[src/rtl/fifo_read_arbiter_pkg.sv]
// Shared definitions for the FWFT FIFO read arbiter: state encoding and width helper.
package fifo_read_arbiter_pkg;

  typedef enum logic {
    IDLE  = 1'b0,
    BURST = 1'b1
  } arb_state_e;

  // Wide enough for any legal GAPMAX (1..15).
  localparam int unsigned GAP_CNT_W = 4;

  function automatic int unsigned clog2(input int unsigned n);
    int unsigned r;
    int unsigned v;
    r = 0;
    v = 1;
    while (v < n) begin
      v = v << 1;
      r++;
    end
    return r;
  endfunction

endpackage

[src/rtl/fifo_rr_pick.sv]
// Combinational round-robin picker: first set bit of req at or above rr_ptr, wrapping.
module fifo_rr_pick #(
  parameter int unsigned NCH = 4,
  parameter int unsigned CW  = 2
) (
  input  logic [NCH-1:0] req,
  input  logic [CW-1:0]  rr_ptr,
  output logic [CW-1:0]  gnt_idx,
  output logic           any
);

  localparam logic [CW:0] NchW = (CW+1)'(NCH);

  logic [CW:0] w_idx;

  always_comb begin
    gnt_idx = '0;
    any     = 1'b0;
    w_idx   = '0;
    for (int unsigned k = 0; k < NCH; k++) begin
      // One extra bit so the wrap is a single conditional subtract.
      w_idx = {1'b0, rr_ptr} + (CW+1)'(k);
      if (w_idx >= NchW) begin
        w_idx = w_idx - NchW;
      end
      if (!any && req[w_idx[CW-1:0]]) begin
        any     = 1'b1;
        gnt_idx = w_idx[CW-1:0];
      end
    end
  end

endmodule

[src/rtl/fifo_read_arbiter.sv]
// Round-robin burst arbiter merging NCH FWFT FIFO read ports into one valid/ready stream.
module fifo_read_arbiter
  import fifo_read_arbiter_pkg::*;
#(
  parameter int unsigned NCH      = 4,
  parameter int unsigned DWIDTH   = 32,
  parameter int unsigned MAXBURST = 8,
  parameter int unsigned GAPMAX   = 2
) (
  input  logic                    r_clk,
  input  logic                    r_rst_n,
  input  logic [NCH-1:0]          ch_en,
  input  logic [NCH-1:0]          ch_valid,
  input  logic [NCH*DWIDTH-1:0]   ch_dout,
  output logic [NCH-1:0]          ch_ren,
  output logic                    m_valid,
  input  logic                    m_ready,
  output logic [DWIDTH-1:0]       m_data,
  output logic [clog2(NCH)-1:0]   m_chan,
  output logic                    m_last,
  output logic                    busy
);

  localparam int unsigned CW = clog2(NCH);
  localparam int unsigned BW = clog2(MAXBURST + 1);

  localparam logic [BW-1:0]        LastBeat = BW'(MAXBURST - 1);
  localparam logic [GAP_CNT_W-1:0] GapEnd   = GAP_CNT_W'(GAPMAX);
  localparam logic [CW-1:0]        LastChan = CW'(NCH - 1);

  arb_state_e           r_state, w_state_d;
  logic [CW-1:0]        r_gnt, w_gnt_d;
  logic [CW-1:0]        r_rr_ptr, w_rr_ptr_d;
  logic [BW-1:0]        r_beat_cnt, w_beat_cnt_d;
  logic [GAP_CNT_W-1:0] r_gap_cnt, w_gap_cnt_d;

  logic [NCH-1:0]    w_req;
  logic [CW-1:0]     w_pick_idx;
  logic              w_pick_any;
  logic              w_sel_valid;
  logic [DWIDTH-1:0] w_sel_data;
  logic              w_in_burst;
  logic              w_accept;
  logic              w_last_beat;
  logic              w_gap_end;

  assign w_req = ch_en & ch_valid;

  fifo_rr_pick #(
    .NCH (NCH),
    .CW  (CW)
  ) u_rr_pick (
    .req     (w_req),
    .rr_ptr  (r_rr_ptr),
    .gnt_idx (w_pick_idx),
    .any     (w_pick_any)
  );

  always_comb begin
    w_sel_valid = 1'b0;
    w_sel_data  = '0;
    for (int unsigned i = 0; i < NCH; i++) begin
      if (r_gnt == CW'(i)) begin
        w_sel_valid = ch_valid[i];
        w_sel_data  = ch_dout[i*DWIDTH +: DWIDTH];
      end
    end
  end

  // Gating with reset keeps every output quiet during reset, even mid-burst.
  assign w_in_burst  = (r_state == BURST) && r_rst_n;
  assign m_valid     = w_in_burst && w_sel_valid;
  assign m_data      = w_in_burst ? w_sel_data : '0;
  assign m_chan      = w_in_burst ? r_gnt : '0;
  assign busy        = w_in_burst;
  assign w_accept    = m_valid && m_ready;
  assign w_last_beat = (r_beat_cnt == LastBeat);
  assign m_last      = m_valid && w_last_beat;
  // Only fires while m_valid is low, so a stalled beat is never withdrawn.
  assign w_gap_end   = !w_sel_valid && ((r_gap_cnt + GAP_CNT_W'(1)) == GapEnd);

  always_comb begin
    ch_ren = '0;
    for (int unsigned i = 0; i < NCH; i++) begin
      if (r_gnt == CW'(i)) begin
        ch_ren[i] = w_accept;
      end
    end
  end

  always_comb begin
    w_state_d    = r_state;
    w_gnt_d      = r_gnt;
    w_rr_ptr_d   = r_rr_ptr;
    w_beat_cnt_d = r_beat_cnt;
    w_gap_cnt_d  = r_gap_cnt;
    unique case (r_state)
      IDLE: begin
        if (w_pick_any) begin
          w_state_d    = BURST;
          w_gnt_d      = w_pick_idx;
          w_beat_cnt_d = '0;
          w_gap_cnt_d  = '0;
        end
      end
      BURST: begin
        if (w_accept) begin
          w_beat_cnt_d = r_beat_cnt + BW'(1);
        end
        w_gap_cnt_d = w_sel_valid ? '0 : r_gap_cnt + GAP_CNT_W'(1);
        if ((w_accept && w_last_beat) || w_gap_end) begin
          w_state_d  = IDLE;
          w_rr_ptr_d = (r_gnt == LastChan) ? '0 : r_gnt + CW'(1);
        end
      end
      default: w_state_d = IDLE;
    endcase
  end

  always_ff @(posedge r_clk) begin
    if (!r_rst_n) begin
      r_state    <= IDLE;
      r_gnt      <= '0;
      r_rr_ptr   <= '0;
      r_beat_cnt <= '0;
      r_gap_cnt  <= '0;
    end else begin
      r_state    <= w_state_d;
      r_gnt      <= w_gnt_d;
      r_rr_ptr   <= w_rr_ptr_d;
      r_beat_cnt <= w_beat_cnt_d;
      r_gap_cnt  <= w_gap_cnt_d;
    end
  end

endmodule

[config.mk]
export PLATFORM = sky130hd
export DESIGN_NAME = fifo_read_arbiter
export DESIGN_NICKNAME = d
export VERILOG_FILES = /design/src/rtl/fifo_read_arbiter_pkg.sv /design/src/rtl/fifo_rr_pick.sv /design/src/rtl/fifo_read_arbiter.sv
export SDC_FILE = /design/constraint.sdc
export NUM_CORES = 1
export LEC_CHECK = 0
export CAP_MARGIN = 20
export CORE_ASPECT_RATIO = 1.4
export CORE_UTILIZATION = 32
export DETAILED_ROUTE_END_ITERATION = 10
export PLACE_DENSITY = 0.91
export SLEW_MARGIN = 0
export SYNTH_ARGS = -nofsm -noshare
export SYNTH_HDL_FRONTEND = slang
export SYNTH_HIERARCHICAL = 1
export SYNTH_SLANG_ARGS = --single-unit
[constraint.sdc]
create_clock -name r_clk -period 2.9 [get_ports r_clk]
set_input_delay 0.435 -clock r_clk [delete_from_list [all_inputs] [get_ports r_clk]]
set_output_delay 0.435 -clock r_clk [all_outputs]
set_load 0.005 [all_outputs]
# Word level (Yosys, flattened, before mapping)
# Index checks and enable logic that the tools add are counted.
totals:
  ramBits: 0
  mem_count: 0
  rom_bits: 0
  in_bits: 139
  output_inout_bits: 41
  latch_bits: 0
  regBits: 13
classes:
  n_mul: 0
  magnitude_cmp: 8
  addsub: 10
  n_eq_ne: 7
  n_div: 0
  shift: 0
  n_reduce_logical: 18
  muxes: 43
  n_bitwise: 2
op_table:
  columns: ["op", "n"]
  rows:
  - ["$mux 32", 5]
  - ["$mux 2", 10]
  - ["$mux 1", 18]
  - ["$pmux 4 s2", 2]
  - ["$lt 2x3->1 const B", 4]
  - ["$mux 4", 3]
  - ["$ge 3x3->1 const B", 3]
  - ["$logic_and 1x1->1", 9]
  - ["$add 4x1->4 const B", 2]
  - ["$bmux 1 s2", 4]
  - ["$sub 2x1->2 const B", 4]
  - ["$add 2x2->3 const B", 2]
  - ["$reduce_and 2->1", 3]
  - ["$and 4x4->4", 1]
  - ["$eq 2x2->1 const B", 2]
  - ["$eq 4x2->1 const B", 1]
  - ["$eq 4x3->1 const B", 1]
  - ["$logic_not 1->1", 4]
  - ["$ne 2x1->1 const B", 2]
  - ["$add 2x1->3 const B", 1]
  - ["$ge 2x3->1 const B", 1]
  - ["$add 2x1->2 const B", 1]
  - ["$eq 2x1->1 const B", 1]
  - ["$logic_not 2->1", 1]
  - ["other kinds (3)", 3]

# Depth between registers and ports, before layout
depth:
  depth_word: 16
  ltp_mapped: 10
  ltp_nobuf: 7

# By module
# Netlist, hierarchy kept.
modules_own_cells:
  columns: ["mod", "area_per_inst_um2", "instances", "cells_per_inst"]
  rows:
  - ["fifo_read_arbiter", 1881.8, 1, 294]
  - ["fifo_rr_pick", 77.6, 1, 15]

# Worst setup path after synthesis
# Ideal clock, no wire load.
synth_timing:
  path_kind: "register to output"
  startpoint: "register r_gnt[1]"
  endpoint: "output port ch_ren[0]"
  slack_ps: 744
  t_arrival_ps: 1721
  n_path_buf: 2
  t_required_ps: 2465
  path_stages_with_launch: 9
  path_cell_list: "dfxtp_1 > inv_1 > ha_1 > buf_6 > nand3b_1 > a211o_1 > clkbuf_1 > nor2_1 > and2_1"
synth_between:
  elab_chain_len: 8
  elab_cells_between_ends: 11
  classes_between: "3 x eq/ne; 5 x mux; 3 x reduce/logical"
synth_lines:
  columns: ["element", "line", "text"]
  rows:
  - ["start: declaration", "fifo_read_arbiter.sv:32", "logic [CW-1:0] r_gnt, w_gnt_d;"]
  - ["start signal: assignment", "fifo_read_arbiter.sv:129", "r_gnt <= w_gnt_d;"]
  - ["$logic_not 2->1", "fifo_read_arbiter.sv:63, fifo_read_arbiter.sv:85", null]
  - ["$mux 1 (4 in series)", "fifo_read_arbiter.sv:63", "if (r_gnt == CW'(i)) begin"]
  - ["$logic_and 1x1->1", "fifo_read_arbiter.sv:72", "assign m_valid = w_in_burst && w_sel_valid;"]
  - ["$logic_and 1x1->1", "fifo_read_arbiter.sv:76", "assign w_accept = m_valid && m_ready;"]
  - ["$mux 1 *", "fifo_read_arbiter.sv:85", "if (r_gnt == CW'(i)) begin"]
  - ["end: declaration", "fifo_read_arbiter.sv:15", "output logic [NCH-1:0] ch_ren,"]
# Mark *: on every way between the ends. The rest lies on a longest branch, timed or not.

# Final worst setup path
layout_timing:
  startpoint: "register r_gnt[0]"
  endpoint: "output port m_data[27]"
layout_between:
  elab_chain_len: 6
  elab_cells_between_ends: 9
  classes_between: "3 x eq/ne; 5 x mux; 1 x reduce/logical"
layout_lines:
  columns: ["element", "line", "text"]
  rows:
  - ["$logic_not 2->1", "fifo_read_arbiter.sv:63", null]
  - ["$mux 32 (3 in series)", "fifo_read_arbiter.sv:63", null]
  - ["$mux 32 *", "fifo_read_arbiter.sv:63", null]
  - ["$mux 32 *", "fifo_read_arbiter.sv:73", "assign m_data = w_in_burst ? w_sel_data : '0;"]
  - ["end: declaration", "fifo_read_arbiter.sv:18", "output logic [DWIDTH-1:0] m_data,"]
# Marks and branches as above.

==> impl_results.md <==
- Routed WL per cell: 15.9 um
- Mapped Area: 1960 um2
- Post-synth cell types: 38
- Top_reg_cell synth: dfxtp_1
- Max VDD drop: 0.124 mV
- DR pass1 iterations: 5
- Max Cap Viol: 0
- Syn. warnings: 6
- Core area: 5860 um2
- Minimum clock period: 2800 ps
- I/O Pins: 180
- Slew HR: 66.3%
- Initial DRC count: 213
- Post-DP Area: 3810 um2
- Routed WL: 8650 um
- CTS tree: done
- Endpoints failing setup: 0
- Tightest Hold Check Type: reg -> reg
- CTS Buf Count: 3
- # fillers: 479
- Power per cell area: 248 nW/um2
- Synth Area per Inst: 6.34 um2
- Sequential share of the synthesized area: 13.3%
- Die Width: 68.1 um
- Total power: 0.987 mW
- Global route overflow: 0
- DIE AREA: 6440 um2
- Detailed placement HPWL: 6700 um
- First-pass GRT wire length: 13,000 um
- Post-route DRC: 0
- Layout Skew: 4.98 ps
- Routed Antenna Nets: 0
- Clock sink total: 13
- Vias per inst: 5.50
- Antenna Cells: 0
- Die Ht: 94.6 um
- Fin. Hold Viols: 0
- Worst slew pin tran: 506 ps
- Crit path arrival time: 2370 ps
- GRT Util Overall: 26.3%
- Number of synthesized register bits: 13
- Post-Synthesis Cells: 309
- Placed Cells: 537
- EDFF count, synth: 0
- CTS root buf: clkbuf_8
- Maximum clock rate: 357 MHz
- Final #Nets: 620
- Layout cells sized above 1: 7.19%
- Critical Path Sink Type: output port
- PortBufs: 179
- Vias: 2,985
- Cts hold-fix bufs: 0
- Initial Util: 33.4%
- Clock Latency Late Sink: 240 ps
- Clock buffer depth: 2
- Vias in the first global route: 2,738
- Final Max Slew Viols: 0
- Leak: 1.48 nW
- Setup CP Type: reg -> out
- Hold slack: 515 ps
- Post-route insts no fill: 543
- Asr flop ratio synth: 0%
- Largest net degree at the start of global routing: 55
- Kind of launch point of the worst setup path: flop
- Area growth syn-to-layout: 103%
- Status: complete, no violations
- CP max FO: 16
- WP data required: 2470 ps
- GP Congestion: 0.840
- H-tree levels: 1
- Part of the cycle the worst path needs: 96.7%
- Initial antenna violation count: 0
- Site Rows: 33
- Syn_nets: 455
- Final instance area: 3980 um2
- Clock slew seen by the registers of the worst setup and hold paths: 60 ps
critical path: stages, from the launching register on:
cell             delay [ps]
dfxtp_4                 390
inv_2                    70
ha_4                    180
nor2b_4                 140
buf_12                  120
clkbuf_16               170
a221oi_1                280
nor3_1                   80
a21oi_1                 150
nor2_1                   50
clkdlybuf4s50_1         470
placed cells by master, fill, tap and decap left out, types with 2 or more instances in the layout:
cell type,instances
a21boi_0,2
a21oi_1,36
a221oi_1,27
a221oi_2,5
and2_1,8
buf_12,2
buf_4,7
buf_6,2
clkbuf_8,3
clkdlybuf4s50_1,177
dfxtp_1,11
dlymetal6s2s_1,2
ha_1,3
ha_2,2
ha_4,2
inv_1,9
inv_2,3
mux2i_1,4
nand2_1,13
nand2b_1,2
nand3_1,5
nand3b_1,3
nor2_1,42
nor2b_1,36
nor3_1,38
nor3b_1,3
o21a_1,2
xnor2_1,2
registers in the layout, summed over array words and instances, names as in the netlist:
signal      flops
r_rr_ptr        2
r_beat_cnt      4
r_gnt           2
r_gap_cnt       4
r_state         1
where the power goes:
part           switching [mW]  internal, mW  leakage (nW)
Sequential             0.0110         0.185         0.107
Combinational           0.252         0.378          1.35
Clock                  0.0645        0.0970        0.0228
cells by family (layout without fill, tap and decap cells):
| family | after synthesis | after routing | synth area share, % |
|---|---|---|---|
| compound gates | 85 | 85 | 30.5 |
| buf+inv | 43 | 207 | 8.62 |
| xor+xnor | 2 | 2 | 0.894 |
| simple gates | 155 | 155 | 40.2 |
| flops | 13 | 13 | 13.3 |
| fa+ha+maj | 7 | 7 | 4.47 |
| mux | 4 | 4 | 2.04 |
metal layers:
layer | wire, um | track usage (%)
met5 | 0 | 0
met4 | 294 | 11.5
met3 | 596 | 5.31
met2 | 4490 | 44.2
met1 | 3270 | 31.3
cells in the mapped netlist (4+ instances only):
| cell type | number | area [um2] |
|---|---|---|
| a21oi_1 | 36 | 180 |
| a221oi_1 | 32 | 280 |
| and2_1 | 8 | 50.1 |
| clkbuf_1 | 28 | 105 |
| dfxtp_1 | 13 | 260 |
| ha_1 | 7 | 87.6 |
| inv_1 | 11 | 41.3 |
| mux2i_1 | 4 | 40.0 |
| nand2_1 | 13 | 48.8 |
| nand3_1 | 5 | 25.0 |
| nor2_1 | 43 | 161 |
| nor2b_1 | 37 | 231 |
| nor3_1 | 38 | 190 |
through the flow:
stage          setup TNS (ps)  util, %  worst slack (ps)
6_report                    0     67.9              95.6
5_1_grt                 -3.78     67.9             -3.78
4_1_cts                     0     65.8              7.87
3_5_place_dp                0     65.0              90.4
3_3_place_gp                0     65.0               143
2_1_floorplan               0        -               744
final timing paths:
check,depth (start not counted),slack (ps),start,to
setup reg to reg,8,600,r_gnt[0],r_rr_ptr[1]
hold reg to reg,2,510,r_rr_ptr[0],r_rr_ptr[0]
setup / recovery,10,100,r_gnt[0],m_data[27]
hold / removal,2,510,r_rr_ptr[0],r_rr_ptr[0]
repair_timing:
action,in CTS,in global routing
endpoints found under the setup margin,7,34
pin swaps,0,4
setup buffers,0,1
gates cloned,0,1
resized for setup,2,18
cell type report:
cell class | instances | area [um2] | share of cell area [%]
Timing Repair Buffer | 191 | 1940 | 48.6
Multi-Input combinational cell | 253 | 1600 | 40.2
Sequential cell | 13 | 265 | 6.66
Tap cell | 70 | 87.6 | 2.20
Clock buffer | 4 | 45.0 | 1.13
Inverter | 12 | 45.0 | 1.13
(Power assumes the default switching activity.)
